==> src/rtl/i2c_target_rx.sv <==
// I2C target receiver: samples SCL/SDA, detects START/STOP, shifts bytes MSB-first,
// drives ACK/NACK on the 9th clock and hands accepted bytes to the fabric as pulses.
module i2c_target_rx #(
  parameter bit         ADDR_EN = 1'b0,
  parameter logic [6:0] ADDR    = 7'h48
) (
  input  logic       i_clk,
  input  logic       i_rst,
  input  logic       i_scl,
  input  logic       i_sda,
  output logic       o_sda_oe,
  output logic [7:0] o_rx_data,
  output logic       o_rx_valid,
  input  logic       i_rx_ready,
  output logic       o_busy,
  output logic       o_start,
  output logic       o_stop
);

  typedef enum logic [2:0] {
    S_IDLE,
    S_ADDR,
    S_ADDR_ACK,
    S_DATA,
    S_DATA_ACK,
    S_IGNORE
  } state_t;

  state_t state, state_d;

  logic scl_meta, scl_sync, scl_prev;
  logic sda_meta, sda_sync, sda_prev;

  logic [3:0] bit_cnt, bit_cnt_d;
  logic [7:0] shift, shift_d;
  logic       ack_q, ack_d;
  logic       sda_oe_d, valid_d, busy_d, start_d, stop_d;
  logic [7:0] rx_data_d;

  logic       ev_start, ev_stop, ev_rise, ev_fall;
  logic [7:0] shift_next;
  logic       ack_now;

  // Synchronizer chain resets to the idle (pulled-up) level so leaving reset
  // on a quiet bus never fabricates a START or STOP.
  always_ff @(posedge i_clk) begin
    if (i_rst) begin
      {scl_meta, scl_sync, scl_prev} <= 3'b111;
      {sda_meta, sda_sync, sda_prev} <= 3'b111;
    end else begin
      // NOTE: non-blocking assignments make every flop sample the pre-edge value,
      // which is what turns these three assignments into a true shift chain.
      {scl_meta, scl_sync, scl_prev} <= {i_scl, scl_meta, scl_sync};
      {sda_meta, sda_sync, sda_prev} <= {i_sda, sda_meta, sda_sync};
    end
  end

  assign ev_start   = scl_sync &  sda_prev & ~sda_sync;
  assign ev_stop    = scl_sync & ~sda_prev &  sda_sync;
  assign ev_rise    = ~scl_prev &  scl_sync;
  assign ev_fall    =  scl_prev & ~scl_sync;
  assign shift_next = {shift[6:0], sda_sync};
  assign ack_now    = (state == S_ADDR) ? ((shift_next[7:1] == ADDR) && !shift_next[0])
                                        : i_rx_ready;

  // State register
  always_ff @(posedge i_clk) begin
    if (i_rst) state <= S_IDLE;
    else       state <= state_d;
  end

  // Next-state logic; bus conditions outrank clock edges
  always_comb begin
    state_d = state;
    if (ev_start) begin
      state_d = ADDR_EN ? S_ADDR : S_DATA;
    end else if (ev_stop) begin
      state_d = S_IDLE;
    end else if (ev_fall) begin
      unique case (state)
        S_ADDR:     if (bit_cnt == 4'd8) state_d = S_ADDR_ACK;
        S_DATA:     if (bit_cnt == 4'd8) state_d = S_DATA_ACK;
        S_ADDR_ACK: state_d = ack_q ? S_DATA : S_IGNORE;
        S_DATA_ACK: state_d = S_DATA;
        default:    state_d = state;
      endcase
    end
  end

  // Output and datapath next values
  always_comb begin
    // NOTE: every signal gets a default before any branch, so no path can
    // leave one unassigned and infer a latch.
    bit_cnt_d = bit_cnt;
    shift_d   = shift;
    ack_d     = ack_q;
    sda_oe_d  = o_sda_oe;
    rx_data_d = o_rx_data;
    valid_d   = 1'b0;
    start_d   = 1'b0;
    stop_d    = 1'b0;
    busy_d    = o_busy;
    if (ev_start) begin
      start_d   = 1'b1;
      busy_d    = 1'b1;
      bit_cnt_d = 4'd0;
      sda_oe_d  = 1'b0;
    end else if (ev_stop) begin
      stop_d    = 1'b1;
      busy_d    = 1'b0;
      bit_cnt_d = 4'd0;
      sda_oe_d  = 1'b0;
    end else begin
      unique case (state)
        S_ADDR, S_DATA: begin
          if (ev_rise && bit_cnt < 4'd8) begin
            shift_d   = shift_next;
            bit_cnt_d = bit_cnt + 4'd1;
            if (bit_cnt == 4'd7) begin
              ack_d = ack_now;
              if (state == S_DATA && i_rx_ready) begin
                rx_data_d = shift_next;
                valid_d   = 1'b1;
              end
            end
          end else if (ev_fall && bit_cnt == 4'd8) begin
            sda_oe_d = ack_q;
          end
        end
        S_ADDR_ACK, S_DATA_ACK: begin
          if (ev_fall) begin
            sda_oe_d  = 1'b0;
            bit_cnt_d = 4'd0;
          end
        end
        default: sda_oe_d = 1'b0;
      endcase
    end
  end

  // NOTE: reset is synchronous, so o_sda_oe releases on the first edge that sees i_rst.
  always_ff @(posedge i_clk) begin
    if (i_rst) begin
      bit_cnt    <= 4'd0;
      shift      <= 8'd0;
      ack_q      <= 1'b0;
      o_sda_oe   <= 1'b0;
      o_rx_data  <= 8'd0;
      o_rx_valid <= 1'b0;
      o_busy     <= 1'b0;
      o_start    <= 1'b0;
      o_stop     <= 1'b0;
    end else begin
      bit_cnt    <= bit_cnt_d;
      shift      <= shift_d;
      ack_q      <= ack_d;
      o_sda_oe   <= sda_oe_d;
      o_rx_data  <= rx_data_d;
      o_rx_valid <= valid_d;
      o_busy     <= busy_d;
      o_start    <= start_d;
      o_stop     <= stop_d;
    end
  end

endmodule

==> config.mk <==
export PLATFORM = sky130hd
export DESIGN_NAME = i2c_target_rx
export DESIGN_NICKNAME = d
export VERILOG_FILES = /design/src/rtl/i2c_target_rx.sv
export SDC_FILE = /design/constraint.sdc
export NUM_CORES = 1
export LEC_CHECK = 0
export CORE_MARGIN = 5
export CORE_UTILIZATION = 42
export CTS_BUF_LIST = sky130_fd_sc_hd__clkbuf_16
export CTS_CLUSTER_DIAMETER = 80
export CTS_CLUSTER_SIZE = 10
export DETAILED_ROUTE_END_ITERATION = 16
export PLACE_DENSITY = 0.62
export SKIP_LAST_GASP = 1
export SLEW_MARGIN = 20
export SYNTH_ARGS = -nofsm -noshare
export SYNTH_HDL_FRONTEND = slang
export SYNTH_SLANG_ARGS = --single-unit
==> constraint.sdc <==
create_clock -name i_clk -period 2.95 [get_ports i_clk]
set_input_delay 0.59 -clock i_clk [delete_from_list [all_inputs] [get_ports i_clk]]
set_output_delay 0.59 -clock i_clk [all_outputs]
set_load 0.05 [all_outputs]
## After elaboration in Yosys (flattened, before gate mapping)

Cells that the tools add are included.

| storage, ports and cells | value |
|---|---|
| flip-flop bits (word level) | 34 |
| bits of input ports | 5 |

| cells by class | value |
|---|---|
| $add $sub $neg | 1 |
| magnitude comparators | 1 |
| eq/ne operators | 15 |
| multiplexer cells | 20 |
| bitwise gates (word level) | 15 |
| reductions and logical operators | 22 |

Operator list:

| kind | count |
|---|---|
| one-hot mux 3 bit (4 select lines) | 1 |
| AND reduction 4 bit | 3 |
| != test 2 bit (second input constant) | 5 |
| 2-to-1 mux 1 bit | 9 |
| 2-to-1 mux 3 bit | 3 |
| inverter 1 bit | 9 |
| 2-to-1 mux 4 bit | 2 |
| one-hot mux 4 bit (2 select lines) | 1 |
| == test 7 bit (second input constant) | 1 |
| AND 1 bit | 6 |
| == test 3 x 2 -> 1 bit (second input constant) | 2 |
| 2-to-1 mux 2 bit | 3 |
| AND reduction 3 bit | 2 |
| AND reduction 6 bit | 1 |
| nonzero test 6 bit | 1 |
| OR reduction 2 bit | 3 |
| OR reduction 6 bit | 1 |
| AND reduction 5 bit | 1 |
| adder 4 x 1 -> 4 bit (second input constant) | 1 |
| == test 4 x 3 -> 1 bit (second input constant) | 1 |
| == test 4 bit (second input constant) | 1 |
| logical AND 1 bit | 4 |
| less-than comparator 4 bit (second input constant) | 1 |
| != test 4 x 3 -> 1 bit (second input constant) | 1 |
| 10 further kinds | 11 |

## Logic depth before layout (Yosys ltp)

| logic depth | value |
|---|---|
| depth after elaboration | 6 |
| mapped depth | 6 |

## Least setup slack after synthesis

No wires, ideal clock.

| timing path | value |
|---|---|
| path type | reg2reg |
| start point | reg scl_sync |
| end point | reg o_rx_data[0] |
| setup time | 0.128 ns |
| arrival | 1.756 ns |
| setup slack | 1.067 ns |
| stages on the path, launching flop included | 6 |
| path buffers | 1 |
| clock period less this slack | 1.883 ns |
| cell sequence | dfxtp_1 -> or3b_1 -> buf_2 -> a2111oi_4 -> mux2i_1 -> nor2_1 |

| between the ends | value |
|---|---|
| cells in the longest elaborated chain, start to end | 4 |
| elaborated cells between the ends (all ways) | 9 |
| classes of those cells | 7 x bitwise; 2 x reduce/logical |

Ends and longest elaborated chain:

| what | line | RTL |
|---|---|---|
| start, declared | 31 | `logic scl_meta, scl_sync, scl_prev;` |
| start signal, assigned | 53 | `{scl_meta, scl_sync, scl_prev} <= {i_scl, scl_meta, scl_sync};` |
| AND 1 bit, on equally long branches (2 in series) | 59, 58 |  |
| inverter 1 bit (no source line) | -- |  |
| AND reduction 6 bit (no source line) (*) | -- |  |
| end signal, assigned | 158 | `o_rx_data <= rx_data_d;` |
| end, declared | 12 | `output logic [7:0] o_rx_data,` |

Every way passes the cells marked *; elsewhere a longest branch is shown, timed or not.
A chain may end at the register's enable or synchronous reset.

## Final worst setup path

| timing path | value |
|---|---|
| start point | reg scl_sync |
| end point | reg ack_q |

| between the ends | value |
|---|---|
| cells in the longest elaborated chain, start to end | 4 |
| elaborated cells between the ends (all ways) | 9 |
| classes of those cells | 7 x bitwise; 2 x reduce/logical |

Ends and longest elaborated chain:

| what | line | RTL |
|---|---|---|
| AND 1 bit, on equally long branches (2 in series) | 59, 58 |  |
| inverter 1 bit (no source line) | -- |  |
| AND reduction 5 bit (no source line) (*) | -- |  |
| end signal, assigned | 156 | `ack_q <= ack_d;` |
| end, declared | 36 | `logic ack_q, ack_d;` |

Marked as above.

==> results.tsv <==
metric	value	unit
status	finished clean	
drc	0	
max-clock-path-buffers	2	
hpwl	1910	µm
clk_latency	0.27	ns
path_buf_inv	0	
die_h	68.3	µm
fin_util	0.545	
ant_nets	0	
routabilityCongestion	0.904	
worstRegToRegCells	4	
worstPathCellList	or3b_1 > a211oi_4 > a21oi_1 > a311oi_1	
tightest_slew	0.612	ns
rsz0062_at_grt	no	
synth-seq-cells	34	
max_stage_delay	0.61	ns
portBuffers	17	
cpMaxStageDelayCell	dfxtp_1	
maxCapViolCount	0	
syn_inst	147	
cp.arrival	2.30	ns
grt_pass1_wl	4670	µm
relSlewSlack	0.590	
timing.final.crit_period	2.12	ns
vias_per_cell	5.08	
cts_hold_buf	0	
postPlaceCellArea	0.00164	mm²
whs	0.407	ns
hp-start	scl_meta	
holdPathStages	1	
drv_slew	0	
endpoint_kind	flop	
syn_to_final_growth	26.5	%
num_antenna_cells	0	
synth_area_per_cell	9.71	µm²
yosysSeqAreaShare	0.477	
r2r_slack	0.83	ns
vdd_drop_max	0.000418	V
routed_wirelength	2710	µm
clkTransAtPathRegs	0.05	ns
cts-root-buf	clkbuf_16	
powerDensity	601	mW/mm²
fin_crit_sh	0.719	
drtIter0Drc	104	
worstSetupStartpoint	scl_sync	
rows	21	
skew	0.00212	ns
setup_tns	0	ns
hold_class	flop to flop	
cts_tree	yes	
initial_utilization	0.431	
wire_per_inst	12.7	µm
cp.required	3.13	ns
coreArea	0.00331	mm²
final_cell_mix	34 x dfxtp_1, 22 x nor2_1, 17 x clkdlybuf4s50_1	
die_w	68.3	µm
critical_path_class	flop to flop	
cts.sinks	34	
layout-drive-gt1-share	0.0958	
grt_max_degree	17	
crit_family	compound AO/OA/AOI/OAI gates	
grt_pass1_vias	1043	
synthDistinctLibCells	38	
vias	1083	
max_freq	0.472	GHz
rr_endpoint	ack_q	
syn-num-nets	154	
layout_commonest_cell	dfxtp_1	
ys_warn_count	0	
post_synth_instance_area	0.00143	mm²
hold_end	scl_sync	
grt.total_usage	0.138	
cts-resized-gates	0	
dieArea	0.00466	mm²
grt_remaining_overflow	0	
cts_setup_buffers	0	
num_io_pins	18	
finalPower	1.09	mW
nets	173	
hold_viol	0	
antenna_found_initial	0	
final_design_area_no_fill	0.00181	mm²
leakage	0.610	nW
start_kind	flop	
setup_viol	0	
cp_max_fo	13	
drt_first_pass_iters	4	
r2r-start	scl_sync	
nFillCells	329	
htree_levels	2	
numCtsBuffers	5	
==> cell usage after synthesis <==
master	instances	area, µm²
dfxtp_1	34	681
nor2_1	22	82.6
mux2i_1	16	160
a21oi_1	9	45.0
nand2_1	7	26.3
clkbuf_1	6	22.5
or2_2	6	37.5
nand2b_1	5	31.3
inv_1	3	11.3
nand4_1	3	18.8
or3_1	3	18.8
a211oi_1	2	15.0
and2_1	2	12.5
ha_1	2	25.0
nor3b_1	2	15.0
nor4b_1	2	17.5
or3b_1	2	17.5
a2111oi_4	1	27.5
a211oi_4	1	20.0
a21boi_0	1	7.51
a221oi_1	1	8.76
a311oi_1	1	8.76
a31o_1	1	8.76
a31oi_1	1	6.26
and3b_1	1	8.76
and4b_1	1	10.0
buf_2	1	5.00
nand3_1	1	5.00
nand3b_1	1	7.51
nor2b_1	1	6.26
nor3_1	1	5.00
nor4bb_1	1	10.0
o21a_1	1	7.51
o21ai_0	1	5.00
o22ai_1	1	6.26
o31a_1	1	8.76
xnor2_1	1	8.76
xor2_1	1	8.76
==> flip-flops by register name (all words and copies together), names as in the netlist, 3 cells and up <==
| name | flops |
|---|---|
| bit_cnt | 4 |
| o_rx_data | 8 |
| shift | 7 |
| state | 3 |
==> layout make-up <==
type | count | area (µm²) | share of cell area
Sequential cell | 34 | 681 | 0.377
Timing Repair Buffer | 19 | 185 | 0.103
Clock buffer | 5 | 125 | 0.0693
Tap cell | 46 | 57.6 | 0.0319
Clock inverter | 3 | 37.5 | 0.0208
Inverter | 3 | 11.3 | 0.00624
Multi-Input combinational cell | 103 | 708 | 0.392
==> metal layers <==
layer / vias up / GRT usage / routed length [µm]
met4: 0 / 0.0521 / 36
met3: 4 / 0.0624 / 124
met5: - / 0 / 0
met2: 23 / 0.211 / 1210
met1: 502 / 0.170 / 1340
li1: 554 / - / -
==> cell families after synthesis <==
kind of cell	share of synthesized area
flip-flops	0.477
adder cells (fa/ha/maj)	0.0175
XOR/XNOR	0.0123
multiplexers	0.112
AO/OA/AOI/OAI	0.123
buffers and inverters	0.0272
AND/OR/NAND/NOR	0.231
==> per-stage QoR <==
| step | worst slack (ns) | instances |
|---|---|---|
| floorplan | 1.07 | 147 |
| global placement | 0.798 | 205 |
| detailed placement | 0.798 | 205 |
| CTS | 0.828 | 213 |
| global route | 0.691 | 213 |
| finish | 0.830 | 213 |
==> where the power goes <==
part | internal (mW) | switching (mW)
registers | 0.466 | 0.00802
logic | 0.0192 | 0.0266
clock network | 0.391 | 0.174
total | 0.877 | 0.209
==> worst max path at each step <==
| stage | slack (ns) | depth (start not counted) | to |
|---|---|---|---|
| 2_1_floorplan | 1.07 | 5 | o_rx_data[0] |
| 3_3_place_gp | 0.80 | 4 | bit_cnt[2] |
| 3_5_place_dp | 0.80 | 4 | bit_cnt[2] |
| 4_1_cts | 0.83 | 4 | ack_q |
| 5_1_grt | 0.69 | 4 | ack_q |
| 6_report | 0.83 | 4 | ack_q |
(Power assumes the default switching activity.)
==> RTL edit: new RTL, same flow settings <==
Change the parameter `ADDR_EN` from 1'b0 to 1'b1.
--- a/src/rtl/i2c_target_rx.sv
+++ b/src/rtl/i2c_target_rx.sv
@@ -2,5 +2,5 @@
 // drives ACK/NACK on the 9th clock and hands accepted bytes to the fabric as pulses.
 module i2c_target_rx #(
-  parameter bit         ADDR_EN = 1'b0,
+  parameter bit         ADDR_EN = 1'b1,
   parameter logic [6:0] ADDR    = 7'h48
 ) (
Formal check against the unedited RTL: same outputs for any inputs over 10 cycles, from zero or initial values and one cycle with i_rst high; that may be too few to reach the edited logic, so the function may still have changed.
==> RTL edit against the original RTL <==
  * Routed wire length down 1.8%
  * Total power up 8.7%
  * Area after synthesis down 0.26%
  * Setup slack worse by 50 ps
  * Final area up 0.35%
  * First-iteration DRC count down 38%
  * Via count down 3.0%
  * Sequential cell count unchanged
  * Synthesized cell count down 2.0%
  * Global-route usage about the same
  * Critical endpoint is now o_rx_data[6]
  * Largest cell class unchanged
  * Highest routed layer unchanged
==> RTL edit: results (changes against the original RTL) <==
* M1 GR Usage at 17.7% (+0.76 points)
* Worst Hold Class: reg2reg
* Proportion of layout cells with a drive suffix above 1 at 12.3% (+2.7 points)
* Commonest cells post-synth: 34 x dfxtp_1, 20 x nor2_1, 15 x mux2i_1, 8 x a21oi_1, 8 x or2_2
* Non-clock buffering overhead at 9.81% (-0.45 points)
* Largest net degree at the start of global routing at 16 (-1)
* First-pass GRT wire length at 4750 µm (+1.6%)
* Fill count at 328 (-0.30%)
* Routability Congestion at 0.799 (-12%)
* Plain + repair buffers at 18 (-1)
* Switching Fraction at 18.1% (-1.1 points)
* Combinational power share at 3.3% (-0.9 points)
* Multi-input gate area at 687 µm² (-3.0%)
* Status: complete, no violations
* Post-CTS Resized at 0 (unchanged)
* Row count at 21 (unchanged)
* Post-Layout Cell Count at 209 (-1.9%)
* Post-DP HPWL at 1920 µm (+0.33%)
* M1 WL at 1330 µm (-1.0%)
* Sequential area share after synthesis at 47.8% (+0.13 points)
* Met2 usage at 20.6% (-0.48 points)
* # nets final at 169 (-2.3%)
* Nonclk inv count at 4 (+1)
* Worst IR Drop VDD at 428 µV (+2.2%)
* Final Skew at 5.34 ps (+3.21 ps)
* Slowest stage delay, CP at 680 ps (+70 ps)
* Post-DP Area at 0.00162 mm² (-1.5%)
* GRT Util Overall at 13.8% (-0.020 points)
* Ranking of synthesized cells by area: dfxtp_1 48%, mux2i_1 11%, nor2_1 5.3%
* Setup TNS at 0 ps (unchanged)
* Dpl cells at 201 (-2.0%)
* Clk cell area share at 10.7% (+1.7 points)
* Num sequential at 34 (unchanged)
* Wire length on met2 at 1220 µm (+0.66%)
* Drt wl/cell at 12.7 µm (+0.11%)
* Post-Syn Nets at 151 (-1.9%)
* Vias in the first global route at 1,036 (-0.67%)
* CTS Buffer Depth at 2 (unchanged)
* Clk pwr at 0.669 mW (+18%)
* Multi-input gate count at 99 (-3.9%)
* Pre-CTS setup slack at 637 ps (-161 ps)
* DR WL met3 at 94 µm (-24%)
* Pleak at 0.651 nW (+6.7%)
* Worst-path fanout max at 11 (-2)
* Avg Inst Size Synth at 9.89 µm² (+1.8%)
* Slowest-stage cell, CP: a2111oi_4
* Met3 track demand over resource at 5.09% (-1.1 points)
* Async set or reset register ratio after synthesis at 0% (unchanged)
* Final Cell Area at 0.00181 mm² (+0.35%)
* Initial DRC Count at 65 (-38%)
* PnR worst setup slack at 780 ps (-49.5 ps)
* Measured slew at the worst slew-check pin at 751 ps (+138 ps)
* Vias per cell at 5.03 (-1.1%)
* Seq/total area at 37.6% (-0.13 points)
* Synth unique cells at 37 (-2.6%)
-- RTL edit: changes by cell type after synthesis, sizes merged, moves of 3 or more --
cell,unedited run,this run
buf,1,5
clkbuf,6,2
a211o,0,3
o21ai,1,4
-- RTL edit: logic make-up after synthesis --
group                      synth area share, %
DFF                                       47.8
buffers and inverters                     3.95
adders and majority gates                 1.76
xor gates and xnor gates                  2.55
muxes                                     10.5
and+or+nand+nor                           20.5
AOI/OAI and AO/OA                         12.9
-- RTL edit: path summary, 6_finish.rpt --
path                  end  cells after the start
min reg2reg      scl_sync                      1
max reg2reg  o_rx_data[6]                      4
min              scl_sync                      1
max          o_rx_data[6]                      4
-- RTL edit: stage by stage --
stage | hold slack (ps) | total power [mW]
after floorplan | 389 | 0.509
after global placement | 394 | 0.520
after detailed placement | 399 | 0.521
after CTS | 412 | 1.19
after global routing | 426 | 1.23
final | 408 | 1.18
